[src/rtl/rom_loader.sv]
// rom_loader: packs the ROM byte stream into 16-bit words, buffers them and writes them to SDRAM
module rom_loader #(
  parameter int ADDR_W     = 22,
  parameter int FIFO_DEPTH = 8
) (
  input  logic              clk,
  input  logic              resetn,
  input  logic              rom_loading,
  input  logic [7:0]        rom_do,
  input  logic              rom_do_valid,
  output logic              mem_req,
  output logic [ADDR_W-1:0] mem_addr,
  output logic [15:0]       mem_wdata,
  input  logic              mem_ack,
  input  logic [5:0]        hdr_addr,
  output logic [7:0]        hdr_data,
  output logic [23:0]       byte_count,
  output logic              busy,
  output logic              load_done,
  output logic              overflow
);
  localparam int PW = $clog2(FIFO_DEPTH);
  localparam logic [24:0] CAP = 25'd1 << (ADDR_W + 1);
  typedef enum logic [1:0] {IDLE, LOAD, FLUSH} state_t;
  typedef enum logic {W_IDLE, W_REQ} wstate_t;
  state_t state, state_n;
  wstate_t wstate, wstate_n;
  logic [ADDR_W-1:0] fa [FIFO_DEPTH];
  logic [15:0] fd [FIFO_DEPTH];
  logic [PW:0] wp, rp;
  logic [7:0] low;
  logic pending;
  logic [7:0] hdr [64];
  logic start, take, at_cap, acc, flush_push, push_req, full, empty, push, pop, done, hdr_we;
  logic [ADDR_W-1:0] push_addr;
  logic [15:0] push_data;
  assign mem_req = wstate == W_REQ;
  assign busy    = state != IDLE;
  // control decode and next-state for both the load FSM and the write engine
  always_comb begin
    start      = state == IDLE && rom_loading;
    take       = state == LOAD && rom_loading && rom_do_valid;
    at_cap     = {1'b0, byte_count} == CAP;
    acc        = take && !at_cap;
    flush_push = state == LOAD && !rom_loading && pending;
    push_req   = (acc && byte_count[0]) || flush_push;
    full       = wp[PW] != rp[PW] && wp[PW-1:0] == rp[PW-1:0];
    empty      = wp == rp;
    push       = push_req && !full;
    pop        = wstate == W_REQ && mem_ack;
    push_addr  = byte_count[ADDR_W:1];
    push_data  = flush_push ? {8'h00, low} : {rom_do, low};
    done       = state == FLUSH && empty && !mem_req;
    hdr_we     = acc && byte_count < 24'd64;
    state_n    = start ? LOAD : (state == LOAD && !rom_loading) ? FLUSH : done ? IDLE : state;
    wstate_n   = (wstate == W_IDLE && !empty) ? W_REQ : pop ? W_IDLE : wstate;
  end
  // state registers
  always_ff @(posedge clk) begin
    if (!resetn) begin
      state  <= IDLE;
      wstate <= W_IDLE;
    end else begin
      state  <= state_n;
      wstate <= wstate_n;
    end
  end
  // byte packing, counters, FIFO pointers and the write-port registers
  always_ff @(posedge clk) begin
    if (!resetn) begin
      wp         <= '0;
      rp         <= '0;
      low        <= '0;
      pending    <= 1'b0;
      byte_count <= '0;
      overflow   <= 1'b0;
      load_done  <= 1'b0;
      mem_addr   <= '0;
      mem_wdata  <= '0;
    end else begin
      load_done <= done;
      if (start) begin
        wp         <= '0;
        rp         <= '0;
        pending    <= 1'b0;
        byte_count <= '0;
        overflow   <= 1'b0;
      end else begin
        if (push) wp <= wp + 1'b1;
        if (pop) rp <= rp + 1'b1;
        if ((push_req && full) || (take && at_cap)) overflow <= 1'b1;
        if (acc) begin
          byte_count <= byte_count + 24'd1;
          pending    <= !byte_count[0];
          if (!byte_count[0]) low <= rom_do;
        end
        if (flush_push) pending <= 1'b0;
      end
      if (wstate == W_IDLE && !empty) begin
        mem_addr  <= fa[rp[PW-1:0]];
        mem_wdata <= fd[rp[PW-1:0]];
      end
    end
  end
  // FIFO storage
  always_ff @(posedge clk) begin
    for (int i = 0; i < FIFO_DEPTH; i++)
      if (!resetn) begin
        fa[i] <= '0;
        fd[i] <= '0;
      end else if (push && wp[PW-1:0] == PW'(i)) begin
        fa[i] <= push_addr;
        fd[i] <= push_data;
      end
  end
  // header capture with registered, write-forwarding read port
  always_ff @(posedge clk) begin
    for (int i = 0; i < 64; i++)
      if (!resetn || start) hdr[i] <= '0;
      else if (hdr_we && byte_count[5:0] == 6'(i)) hdr[i] <= rom_do;
    hdr_data <= (!resetn || start) ? '0 : (hdr_we && hdr_addr == byte_count[5:0]) ? rom_do : hdr[hdr_addr];
  end
endmodule

[config.mk]
export PLATFORM = sky130hd
export DESIGN_NAME = rom_loader
export DESIGN_NICKNAME = d
export VERILOG_FILES = /design/src/rtl/rom_loader.sv
export SDC_FILE = /design/constraint.sdc
export NUM_CORES = 1
export LEC_CHECK = 0
export CAP_MARGIN = 20
export CORE_ASPECT_RATIO = 2
export CORE_MARGIN = 5
export CORE_UTILIZATION = 45
export DETAILED_ROUTE_END_ITERATION = 7
export GPL_TIMING_DRIVEN = 0
export PLACE_DENSITY = 0.69
export SLEW_MARGIN = 10
export SYNTH_ARGS = -nofsm -noshare
export SYNTH_HDL_FRONTEND = slang
export SYNTH_SLANG_ARGS = --single-unit
export TNS_END_PERCENT = 100
[constraint.sdc]
create_clock -name clk -period 5.99 [get_ports clk]
set_clock_uncertainty 0.2 [all_clocks]
set_input_delay 1.198 -clock clk [delete_from_list [all_inputs] [get_ports clk]]
set_output_delay 1.198 -clock clk [all_outputs]
set_load 0.02 [all_outputs]
**After elaboration in Yosys (flattened, before gate mapping)**

Memory sizes are Yosys's and may differ from the RTL's. A register that Yosys moved wholly into a read port is not among the register bits.
Index checks and enable logic that the tools add are counted.

- Bits in registers: 54
- Memory bits (writable): 816
- Input port bits: 19
- Output and inout bits: 74
- Word-level logic and storage cells: 596
- Memories: 3

Memories:

| name | depth | bits a word | rd ports | clocked after memory_dff | write ports | line | RTL |
|---|---|---|---|---|---|---|---|
| hdr | 64 | 8 | 1 | 0 | 64 | 33 | `logic [7:0] hdr [64];` |
| fa | 8 | 22 | 1 | 1 | 8 | 28 | `logic [ADDR_W-1:0] fa [FIFO_DEPTH];` |
| fd | 8 | 16 | 1 | 1 | 8 | 29 | `logic [15:0] fd [FIFO_DEPTH];` |

- Add/subtract/negate cells: 3
- Magnitude comparators: 1
- Equal/unequal tests: 77
- Mux-type cells: 306
- Bitwise gates (word level): 84
- Reduce and logical (&&, ||, !) cells: 111

Operators with widths:

| cell | count |
|---|---|
| two-way mux 8 bit | 65 |
| two-way mux 1 bit | 222 |
| equality test 6 bit, second input constant | 32 |
| two-way mux 22 bit | 8 |
| two-way mux 16 bit | 9 |
| equality test 6 x 5 -> 1 bit, second input constant | 16 |
| logical AND 1 bit | 89 |
| OR 1 bit | 80 |
| equality test 6 x 4 -> 1 bit, second input constant | 8 |
| adder 24 x 1 -> 24 bit, second input constant | 1 |
| equality test 24 bit, second input constant | 1 |
| equality test 6 x 3 -> 1 bit, second input constant | 4 |
| less-than comparator 24 x 7 -> 1 bit, second input constant | 1 |
| equality test 3 bit, second input constant | 4 |
| equality test 6 x 2 -> 1 bit, second input constant | 2 |
| zero test 1 bit | 9 |
| adder 4 x 1 -> 4 bit, second input constant | 2 |
| equality test 3 x 2 -> 1 bit, second input constant | 2 |
| equality test 6 x 1 -> 1 bit, second input constant | 1 |
| equality test 6 bit | 1 |
| zero test 6 bit | 1 |
| nonzero test 2 bit | 3 |
| equality test 4 bit | 1 |
| two-way mux 2 bit | 2 |
| 13 further kinds | 18 |

**Longest topological paths before layout**

- Depth after elaboration: 12
- Depth in mapped cells: 13

**Worst setup path after synthesis**

OpenSTA, ideal clock, no wires.

- Kind: input to register
- From: in rom_do_valid
- To: mem fa[4][0] (enable)
- Setup time: 486 ps
- Arrival: 4971 ps
- Slack: 333 ps
- Stages on the path: 7
- Path buffers: 2
- Path through: and4b_1 > clkbuf_1 > a21oi_1 > a211oi_2 > buf_4 > nand2_1 > o21ai_0

RTL lines:

| what | line | RTL |
|---|---|---|
| start: declaration | 10 | `input logic rom_do_valid,` |
| end: declaration | 28 |  |

==> flow_summary.yaml <==
floorplan:
  die_y_um: 435
  start_util_pct: 45.4
  fp.dieW_um: 222
  fp.dieArea_sq_mm: 0.0966
  row_count: 155
  io_pins: 93
  coreArea_sq_mm: 0.0894
synthesis:
  synthTopCellsByCount: "edfxtp_1, nor2_1, nand2_1"
  ys.flop_type: "edfxtp_1"
  async_flop_share_pct: 0
  ys_types: 50
  synth_edf_count: 816
  synthCells: 3215
  synth_top_area_share_pct: 60.4
  ys_ff_latch: 908
  synth.most_common_cell: "edfxtp_1"
  synth_seq_area_share_pct: 64.9
  synth.avg_cell_area_sq_um: 12.6
  ys_warn_count: 0
  synth_area_sq_mm: 0.0406
  synth_top_area_cell: "edfxtp_1"
  syn-num-nets: 3245
  synth.area.top_cells: "edfxtp_1, nor2_1, mux4_2"
placement:
  detailed_place_hpwl_um: 116000
  dpl.cell_count: 4528
  place_congestion: 1.04
  port_buffers: 80
clock_network:
  root_buffer: "clkbuf_16"
  hold_buffers: 0
  postCtsSetupRepairBufs: 0
  clockBufferDepth: 3
  htree_levels: 3
  cts_resized: 0
  cts_buffers: 82
  cts_tree: "yes"
  insertion_delay_ns: 0.71
  clock-sinks: 908
  clk_pin_slew_ns: 0.06
timing:
  setup_violations: 0
  timing.hold.ws_ns: 0.296
  tns_ns: 0
  worst_pin_slew_ns: 1.26
  finalMaxSlewViolations: 0
  hold_viol_final: 0
  period_minus_slack_ns: 4.85
  fmaxAchievable_mhz: 206
  fin_crit_sh_pct: 81.0
  relSlewSlack_pct: 15.8
  rsz0062_at_grt: "false"
route:
  post-route-drc-count: 0
  top_layer: "met5"
  drtIter0Drc: 3282
  wl_met2_um: 78400
  drtPass1Iterations: 5
  drt-vias-per-instance: 6.05
  wl_met3_um: 12000
  wire_per_inst_um: 33.0
  ant_nets: 0
  m1WireLength_um: 43400
  vias: 28400
  finalWirelength_um: 155000
final_layout:
  n_fill_cell: 7673
  syn_to_final_growth_pct: 14.4
  drive_above_1_share_pct: 12.6
  nets: 3470
  stdcell_count: 4690
global_routing:
  grt_pass1_vias: 29100
  track_usage_pct: 31.7
  grt_pass1_wl_um: 212000
  overflow: 0
  grt_max_degree: 23
  antenna_found_initial: 5
power_and_ir_drop:
  p_per_area_mw_per_mm2: 296
  ir_worst_vdd_v: 0.000299
  leakage_nw: 16.1
  finalPower_mw: 13.7
critical_path:
  worstSetupPathType: "reg2reg"
  path_delay_family: "buffers and inverters"
  cp.arrival_ns: 5.02
  end_kind: "flop"
  critPathLaunchType: "flop"
  crit_path_max_incr_delay_ns: 0.79
  required_ns: 6.16
  path_depth: 12
  worst-path-buf-inv: 5
  r2r_start: "byte_count[1]"
  worst-path-max-fanout: 20
  r2r_cells: 12
  r2r-end: "fa[6][10]"
  cp-startpoint: "byte_count[1]"
  cp_cell_sequence: "clkbuf_1 -> inv_1 -> ha_1 -> clkbuf_2 -> nor4bb_1 -> nand4_1 -> nor2_1 -> a211oi_2 -> buf_4 -> nand2_1 -> o21ai_4 -> buf_12"
  crit_slowest_cell: "o21ai_4"
  rrSetupSlack_ns: 1.14
  endpoint: "fa[6][10]"
run:
  cap_violations: 0
run_status:
  status: "completed"
worst_hold_path:
  min_path_type: "reg2reg"
==> area by class of cell <==
type / instances / area [sq um] / share of cell area (%)
inverter: 16 / 60.1 / 0.129
clock inverter: 46 / 509 / 1.10
clock buffer: 106 / 2340 / 5.04
sequential: 908 / 26300 / 56.8
buffer: 267 / 1370 / 2.95
multi-input combinational: 2024 / 12900 / 27.7
timing repair buffer: 141 / 1430 / 3.08
antenna: 5 / 12.5 / 0.0270
tap: 1177 / 1470 / 3.17
==> worst min path at each step <==
stage	cells after the start	end	startpoint	slack (ns)
after global routing	1	mem_addr[8]	mem_addr[8]	0.32
after CTS	1	mem_wdata[2]	mem_wdata[2]	0.30
after detailed placement	1	mem_addr[13]	mem_addr[13]	0.29
after global placement	1	mem_wdata[8]	mem_wdata[8]	0.28
after floorplan	2	wp[3]	wp[3]	0.27
final	1	mem_wdata[2]	mem_wdata[2]	0.30
==> logic make-up (layout without fill, tap and decap cells) <==
logic type,after synthesis,after routing,synth area share [%]
muxes,330,330,11.8
DFF,908,908,64.9
other,0,5,0
and+or+nand+nor,1383,1383,14.3
AOI/OAI and AO/OA,266,266,4.43
xor gates and xnor gates,34,34,0.734
adders and majority gates,11,11,0.339
buffers and inverters,283,576,3.52
==> where the power goes <==
group | internal (mW) | switching (mW)
clock | 3.14 | 2.48
sequential | 7.17 | 0.0855
combinational | 0.265 | 0.580
total | 10.6 | 3.15
==> routing by layer <==
layer	track usage [%]	vias up
li1	-	12000
met1	29.2	14000
met2	56.1	1783
met3	6.49	654
met4	32.3	2
met5	0	-
==> registers in the layout, summed over array words and instances (netlist names), 2 cells and up <==
name and flops:
hdr 512, fa 176, fd 128, byte_count 24, mem_addr 22, mem_wdata 16
hdr_data 8, low 8, rp 4, wp 4, state 2
==> through the flow <==
| stage | setup slack (ns) | utilization [%] | instance area [sq um] |
|---|---|---|---|
| floorplan | 0.333 | - | 40600 |
| global placement | -3.90 | 47.9 | 42800 |
| detailed placement | 0.911 | 48.7 | 43500 |
| CTS | 1.34 | 51.9 | 46400 |
| global route | 1.10 | 51.9 | 46400 |
| finish | 1.14 | 51.9 | 46400 |
==> worst register-to-register path, cell delays in order, from the launching register on <==
cell      delay [ns]
dfxtp_1         0.57
clkbuf_1        0.57
inv_1           0.32
ha_1            0.26
clkbuf_2        0.18
nor4bb_1        0.20
nand4_1         0.16
nor2_1          0.13
a211oi_2        0.40
buf_4           0.26
nand2_1         0.20
o21ai_4         0.79
buf_12          0.28
==> placed cells by master (no fill, tap or decap), drive strengths merged, types with 12 or more instances in the layout <==
cell	Yosys	final
a21oi	33	33
a22oi	71	71
a31oi	14	14
and2	105	105
and3	13	13
buf	143	204
clkbuf	124	230
clkdlybuf4s50	0	80
clkinv	0	26
dfxtp	92	92
edfxtp	816	816
inv	16	20
mux2i	212	212
mux4	118	118
nand2	353	353
nand3	65	65
nand4	21	21
nor2	775	775
nor3	12	12
o211a	38	38
o21ai	81	81
xnor2	22	22
xor2	12	12
Note: power is estimated with default switching activity, not from simulation.
